$ cat src/rtl/fetch_pc_unit.sv
// fetch_pc_unit: PC register and single-outstanding instruction fetch with redirect squash.
// Optional FETCH_MISALIGN_CHECK_EN: misaligned redirect targets halt fetch and raise fetch_misaligned.
module fetch_pc_unit #(
    parameter int ADDR_WIDTH = 32,
    parameter int INSTR_WIDTH = 32,
    parameter logic [ADDR_WIDTH-1:0] RESET_PC = 32'hBFC00000
) (
    input  logic                   clk,
    input  logic                   rst_n,
    input  logic                   redirect_valid,
    input  logic [ADDR_WIDTH-1:0]  redirect_pc,
    output logic                   imem_req_valid,
    output logic [ADDR_WIDTH-1:0]  imem_req_addr,
    input  logic                   imem_req_ready,
    input  logic                   imem_resp_valid,
    input  logic [INSTR_WIDTH-1:0] imem_resp_data,
    output logic                   instr_valid,
    output logic [INSTR_WIDTH-1:0] instr,
    output logic [ADDR_WIDTH-1:0]  instr_pc,
`ifdef FETCH_MISALIGN_CHECK_EN
    output logic                   fetch_misaligned,
`endif
    input  logic                   instr_ready
);
`ifdef FETCH_MISALIGN_CHECK_EN
    typedef enum logic [2:0] {IDLE, REQ, WAIT, OUT, HALT} state_t;
`else
    typedef enum logic [1:0] {IDLE, REQ, WAIT, OUT} state_t;
`endif
    state_t                 state_q, state_d;
    logic [ADDR_WIDTH-1:0]  pc_q, pc_d;
    logic                   drop_q, drop_d;
    logic [INSTR_WIDTH-1:0] instr_q, instr_d;
    logic [ADDR_WIDTH-1:0]  instr_pc_q, instr_pc_d;
    logic                   instr_valid_q, instr_valid_d;
    logic                   redir;
    logic [ADDR_WIDTH-1:0]  tgt;
`ifdef FETCH_MISALIGN_CHECK_EN
    logic                   misaligned_q, misaligned_d;
    logic                   bad;
    assign redir = redirect_valid && state_q != IDLE && state_q != HALT;
    assign tgt = redirect_pc;
    assign bad = redir && |redirect_pc[1:0];
`else
    assign redir = redirect_valid && state_q != IDLE;
    assign tgt = redirect_pc & ~ADDR_WIDTH'(3);
`endif
    always_ff @(posedge clk or negedge rst_n) begin
        if (!rst_n) begin
            state_q       <= IDLE;
            pc_q          <= RESET_PC;
            drop_q        <= 1'b0;
            instr_q       <= '0;
            instr_pc_q    <= RESET_PC;
            instr_valid_q <= 1'b0;
`ifdef FETCH_MISALIGN_CHECK_EN
            misaligned_q  <= 1'b0;
`endif
        end else begin
            state_q       <= state_d;
            pc_q          <= pc_d;
            drop_q        <= drop_d;
            instr_q       <= instr_d;
            instr_pc_q    <= instr_pc_d;
            instr_valid_q <= instr_valid_d;
`ifdef FETCH_MISALIGN_CHECK_EN
            misaligned_q  <= misaligned_d;
`endif
        end
    end
    always_comb begin
        state_d       = state_q;
        pc_d          = pc_q;
        drop_d        = drop_q;
        instr_d       = instr_q;
        instr_pc_d    = instr_pc_q;
        instr_valid_d = instr_valid_q;
        case (state_q)
            IDLE: state_d = REQ;
            REQ: begin
                state_d = imem_req_ready ? WAIT : REQ;
                if (redir) begin
                    pc_d   = tgt;
                    drop_d = imem_req_ready;
                end
            end
            WAIT: begin
                if (imem_resp_valid) begin
                    drop_d = 1'b0;
                    if (drop_q || redir) begin
                        state_d = REQ;
                    end else begin
                        state_d       = OUT;
                        instr_d       = imem_resp_data;
                        instr_pc_d    = pc_q;
                        instr_valid_d = 1'b1;
                    end
                end
                // A redirect with no response yet leaves the old request outstanding; drop its data later
                if (redir) begin
                    pc_d   = tgt;
                    drop_d = drop_d || !imem_resp_valid;
                end
            end
            OUT: begin
                if (redir || instr_ready) begin
                    pc_d          = redir ? tgt : pc_q + ADDR_WIDTH'(4);
                    instr_valid_d = 1'b0;
                    state_d       = REQ;
                end
            end
            default: state_d = state_q;
        endcase
`ifdef FETCH_MISALIGN_CHECK_EN
        misaligned_d = misaligned_q;
        if (bad) begin
            pc_d          = pc_q;
            instr_valid_d = 1'b0;
            misaligned_d  = 1'b1;
            state_d       = HALT;
        end
`endif
    end
    always_comb begin
        imem_req_valid   = state_q == REQ;
        imem_req_addr    = pc_q;
        instr_valid      = instr_valid_q;
        instr            = instr_q;
        instr_pc         = instr_pc_q;
`ifdef FETCH_MISALIGN_CHECK_EN
        fetch_misaligned = misaligned_q;
`endif
    end
endmodule
$ cat config.mk
export PLATFORM = sky130hd
export DESIGN_NAME = fetch_pc_unit
export DESIGN_NICKNAME = d
export VERILOG_FILES = /design/src/rtl/fetch_pc_unit.sv
export SDC_FILE = /design/constraint.sdc
export NUM_CORES = 1
export LEC_CHECK = 0
export CORE_MARGIN = 3
export CORE_UTILIZATION = 57
export CTS_CLUSTER_SIZE = 30
export DETAILED_ROUTE_END_ITERATION = 7
export DONT_BUFFER_PORTS = 1
export PLACE_DENSITY = 0.74
export RECOVER_POWER = 50
export SETUP_SLACK_MARGIN = 0.02
export SLEW_MARGIN = 20
export SYNTH_ARGS = -nofsm -noshare
export SYNTH_HDL_FRONTEND = slang
export SYNTH_SLANG_ARGS = --single-unit
$ cat constraint.sdc
create_clock -name clk -period 2.28 [get_ports clk]
set_clock_uncertainty 0.2 [all_clocks]
set_input_delay 0.57 -clock clk [delete_from_list [all_inputs] [get_ports clk]]
set_output_delay 0.57 -clock clk [all_outputs]
set_load 0.05 [all_outputs]
==> results.cfg, run 1 <==
[run_status]
outcome = finished with violations
violations = hold timing

[setup_path]
critPathArrivalTime_ps = 2310
required_ps = 2370
start_kind = flop
endpoint_kind = flop
path_max_fanout = 7
crit_type = flop to flop

[finish]
fin_util = 0.688
diodes = 0
final_area_mm2 = 0.00543
synthToLayoutAreaGrowth_pct = 14.4
fill_cells = 588
drive_gt1_frac = 0.380
final_net_count = 541

[timing]
slew_violations = 0
period_needed_ps = 2220
period_share = 0.973
rsz0062_at_grt = false
worstMarginPinSlew_ps = 662
relSlewSlack = 0.559
final-hold-violation-count = 96
hold_ws_ps = -300
max_freq_ghz = 0.451
setup_viol = 0
tns_ps = 0

[placed_design]
dp_hpwl_mm = 8.72
postPlaceCellArea_mm2 = 0.00520
io_buffers = 0
gp_congestion = 0.918

[yosys]
netlist_area_mm2 = 0.00475
yosysTopAreaCell = dfrtp_1
ys_ff_latch = 96
synth_commonest_cells = dfrtp_1 (78), mux2_2 (62), a21oi_1 (26)
yosysWarnings = 0
yosysSeqAreaShare = 0.511
synth.most_common_cell = dfrtp_1
synth.distinct_cells = 49
netlist.area_leader.share = 0.411
async_flop_share = 1.00
syn_inst = 432
synth_ff_type = dfrtp_1
synth.avg_cell_area_um2 = 11.0
synth_edf_count = 0
synthTopCellsByArea = dfrtp_1 (41%), mux2_2 (15%), dfstp_2 (10%)

[global_routing]
antenna_found_initial = 0
grt-ovfl-total = 0
grt_max_degree = 97
grt_pass1_wl_mm = 19.8
grt_pass1_vias = 3784
track_usage = 0.257

[floorplanning]
ioPinCount = 168
core_area_mm2 = 0.00789
die_area_mm2 = 0.00946
fp-row-count = 32
fp.dieH_um = 97.3
start_util = 0.602
fp.dieW_um = 97.3

[run]
cap_violations = 0

[detailed_routing]
drc = 0
viasPerCell = 6.52
drtPass1Iterations = 4
ant_nets = 0
drt_wl_total_mm = 12.1
vias = 3737
avgRoutedWirePerCell_um = 21.2
initialDrtViolationCount = 275

[clocking]
clock_sinks = 96
clock_path_buffers = 2
cts_max_level = 3
cts_tree = done
clock_latency_ps = 360
clk_pin_slew_worst_paths_ps = 90
numCtsBuffers = 9
cts_root_buf = clkbuf_8

[worst_hold_path]
hold_class = input pin to asynchronous set/reset pin
## cells in the final DEF, fill, tap and decap left out, types with 12 or more instances in the layout
master and instances:
inv_1 16, nand3_1 24, buf_4 38, dfstp_2 17, nand2_1 18, nand4_1 14
a21oi_1 25, mux2_2 62, dfrtp_1 60, o21ai_0 12, dfrtp_2 18, clkbuf_2 13
## final timing paths
path / start / to / slack, ps / depth (start not counted)
max: imem_req_addr[22] / imem_req_addr[30] / 60 / 4
min: rst_n / instr_pc[15] / -300 / 0
max reg2reg: imem_req_addr[22] / imem_req_addr[30] / 60 / 4
min reg2reg: imem_req_addr[16] / imem_req_addr[16] / 400 / 2
max in group asynchronous: rst_n / imem_req_addr[24] / 1960 / 0
min in group clk: imem_resp_valid / drop_q / 100 / 1
## cell families after synthesis
family          synth area share
compound gates             0.130
fa+ha+maj                 0.0132
buf+inv                   0.0445
flops                      0.511
mux                        0.153
other cells             0.000790
simple gates               0.147
## flip-flops by register name (all words and copies together), names as in the netlist
name	count
instr_valid	1
drop_q	1
instr	32
imem_req_addr	30
instr_pc	30
state_q	2
## cell type report
type | instances | area, µm² | share of cell area
multi-input combinational | 288 | 2150 | 0.396
clock inverter | 6 | 116 | 0.0214
timing repair buffer | 55 | 398 | 0.0733
sequential | 96 | 2450 | 0.451
clock buffer | 10 | 128 | 0.0235
tap | 102 | 128 | 0.0235
inverter | 16 | 60.1 | 0.0111
## metrics by stage
step                      worst slack, ps  instances
after floorplan                     -58.5        435
after global placement               9.35        557
after detailed placement            -15.3        557
after CTS                            60.7        573
after global routing                 13.1        573
final                                62.6        573
## critical path: stages (launching register included)
cell     delay [ps]
dfstp_4         620
nand4_1         120
or4_4           620
or4_1           490
nand4_1         100
## layer usage
metal  global-route usage  vias to the layer above  wire length, µm
met5                    0                        -                0
met2                0.419                      202             5920
met3               0.0632                       23             1010
li1                     -                     1684                -
met1                0.340                     1828             4990
met4               0.0841                        0              198
## repair_timing
| item | in CTS | in global routing |
|---|---|---|
| resized for setup | 2 | 6 |
| cloned | 0 | 0 |
| endpoints found under the hold margin | 96 | 96 |
| endpoints found under the setup margin | 3 | 74 |
| setup buffers | 0 | 0 |
Power of run 1 is left out: the tool's default activity adds up to more than one toggle a clock period on the data nets, which glitch-free logic cannot reach.
==> run 2: changes to the inputs <==
- PLACE_DENSITY: 0.74 -> 0.83
==> results.cfg, run 2 (synthesis results as in run 1) <==
[finish]
final_area_mm2 = 0.00543
layout_commonest_cell = mux2_2
diodes = 0
largest_register_ffs = 32
synthToLayoutAreaGrowth_pct = 14.5
fill_cells = 602
final_net_count = 546
drive_gt1_frac = 0.391
layout_common_cells = mux2_2 (62), dfrtp_1 (60), buf_4 (37), a21oi_1 (25), nand3_1 (24)

[timing]
slew_violations = 0
worstMarginPinSlew_ps = 688
hold_ws_ps = -316
max_freq_ghz = 0.460
tns_ps = 0
final-hold-violation-count = 96
setup_viol = 0
relSlewSlack = 0.541
period_share = 0.954
period_needed_ps = 2180
rsz0062_at_grt = false

[placed_design]
dp_hpwl_mm = 9.30
gp_congestion = 0.878
postPlaceCellArea_mm2 = 0.00526
io_buffers = 0

[floorplanning]
fp.dieW_um = 97.3
core_area_mm2 = 0.00789
die_area_mm2 = 0.00946
fp.dieH_um = 97.3
fp-row-count = 32
ioPinCount = 168
start_util = 0.602

[global_routing]
antenna_found_initial = 0
grt_pass1_vias = 3795
track_usage = 0.262
grt_max_degree = 97
grt_pass1_wl_mm = 19.8
grt-ovfl-total = 0

[clocking]
cts_tree = done
clk_pin_slew_worst_paths_ps = 100
cts_root_buf = clkbuf_8
clock_sinks = 96
postCtsSetupRepairBufs = 0
clock_latency_ps = 370
clock_path_buffers = 2
cts_max_level = 3
numCtsBuffers = 9

[setup_path]
crit_type = flop to flop
ff2ff_setup_slack_ps = 100
required_ps = 2380
cp-endpoint = imem_req_addr[30]
critPathArrivalTime_ps = 2280
critPathLaunch = imem_req_addr[22]
reg2reg_depth = 4
reg2reg_to = imem_req_addr[30]
r2r_start = imem_req_addr[22]
path_max_fanout = 5
start_kind = flop
endpoint_kind = flop

[run_status]
violations = hold timing
outcome = finished with violations

[detailed_routing]
avgRoutedWirePerCell_um = 22.0
drc = 0
drt_wl_total_mm = 12.7
ant_nets = 0
vias = 3869
initialDrtViolationCount = 390
viasPerCell = 6.69
drtPass1Iterations = 5

[run]
cap_violations = 0

[worst_hold_path]
hold_class = input pin to asynchronous set/reset pin
==> run 2: cell types whose count changed in the layout (fill, tap and decap cells not counted), moves of 2 or more <==
cell,change
buf_6,+2
bufinv_16,-3
clkbuf_1,-2
clkbuf_2,+4
o311ai_0,+2
o311ai_1,-2
==> run 2: repair_timing <==
| item | CTS | global route |
|---|---|---|
| gates resized for setup | 1 | 9 |
| hold endpoints to repair | 96 | 96 |
| cloned | 0 | 0 |
| setup endpoints to repair | 25 | 40 |
==> run 2: critical path, cell delays in order (launching register included) <==
cell     delay, ps
dfstp_4        620
nand4_1        100
or4_4          600
or4_1          480
nand4_1        110
==> run 2: how the worst min path moves through the flow <==
stage,start,end,slack [ps],depth (start not counted)
6_report,rst_n,instr[13],-320,0
5_1_grt,rst_n,instr[27],-350,0
4_1_cts,rst_n,imem_req_addr[18],-330,0
3_5_place_dp,rst_n,instr[14],80,0
3_3_place_gp,rst_n,instr[14],80,0
2_1_floorplan,rst_n,drop_q,70,0
==> run 2: per-layer routing <==
layer	wire, µm	part of all wire	vias to the layer above	GRT usage
met3	1350	0.11	35	0.0847
met2	6170	0.48	253	0.429
met1	4890	0.38	1878	0.335
met5	0	0	-	0
li1	-	-	1703	-
met4	319	0.025	0	0.0767
==> run 2: metrics by stage <==
step                       util  setup WS (ps)  cells  hold WS, ps
after detailed placement  0.666          -58.6    562         76.6
final                     0.689            104    578         -316
after CTS                 0.691           25.2    578         -333
after global routing      0.689           19.4    578         -354
after global placement    0.666           41.5    562         76.3
after floorplan               -          -58.5    435         74.4
==> run 2: area by class of cell <==
class / instances / area (µm²) / area share
inverters: 16 / 60.1 / 0.0111
clock buffers: 9 / 124 / 0.0228
clock inverters: 7 / 70.1 / 0.0129
repair buffers: 60 / 449 / 0.0827
flip-flops and latches: 96 / 2450 / 0.451
well taps: 102 / 128 / 0.0235
multi-input cells: 288 / 2150 / 0.396
Power of run 2 is left out for the same reason.
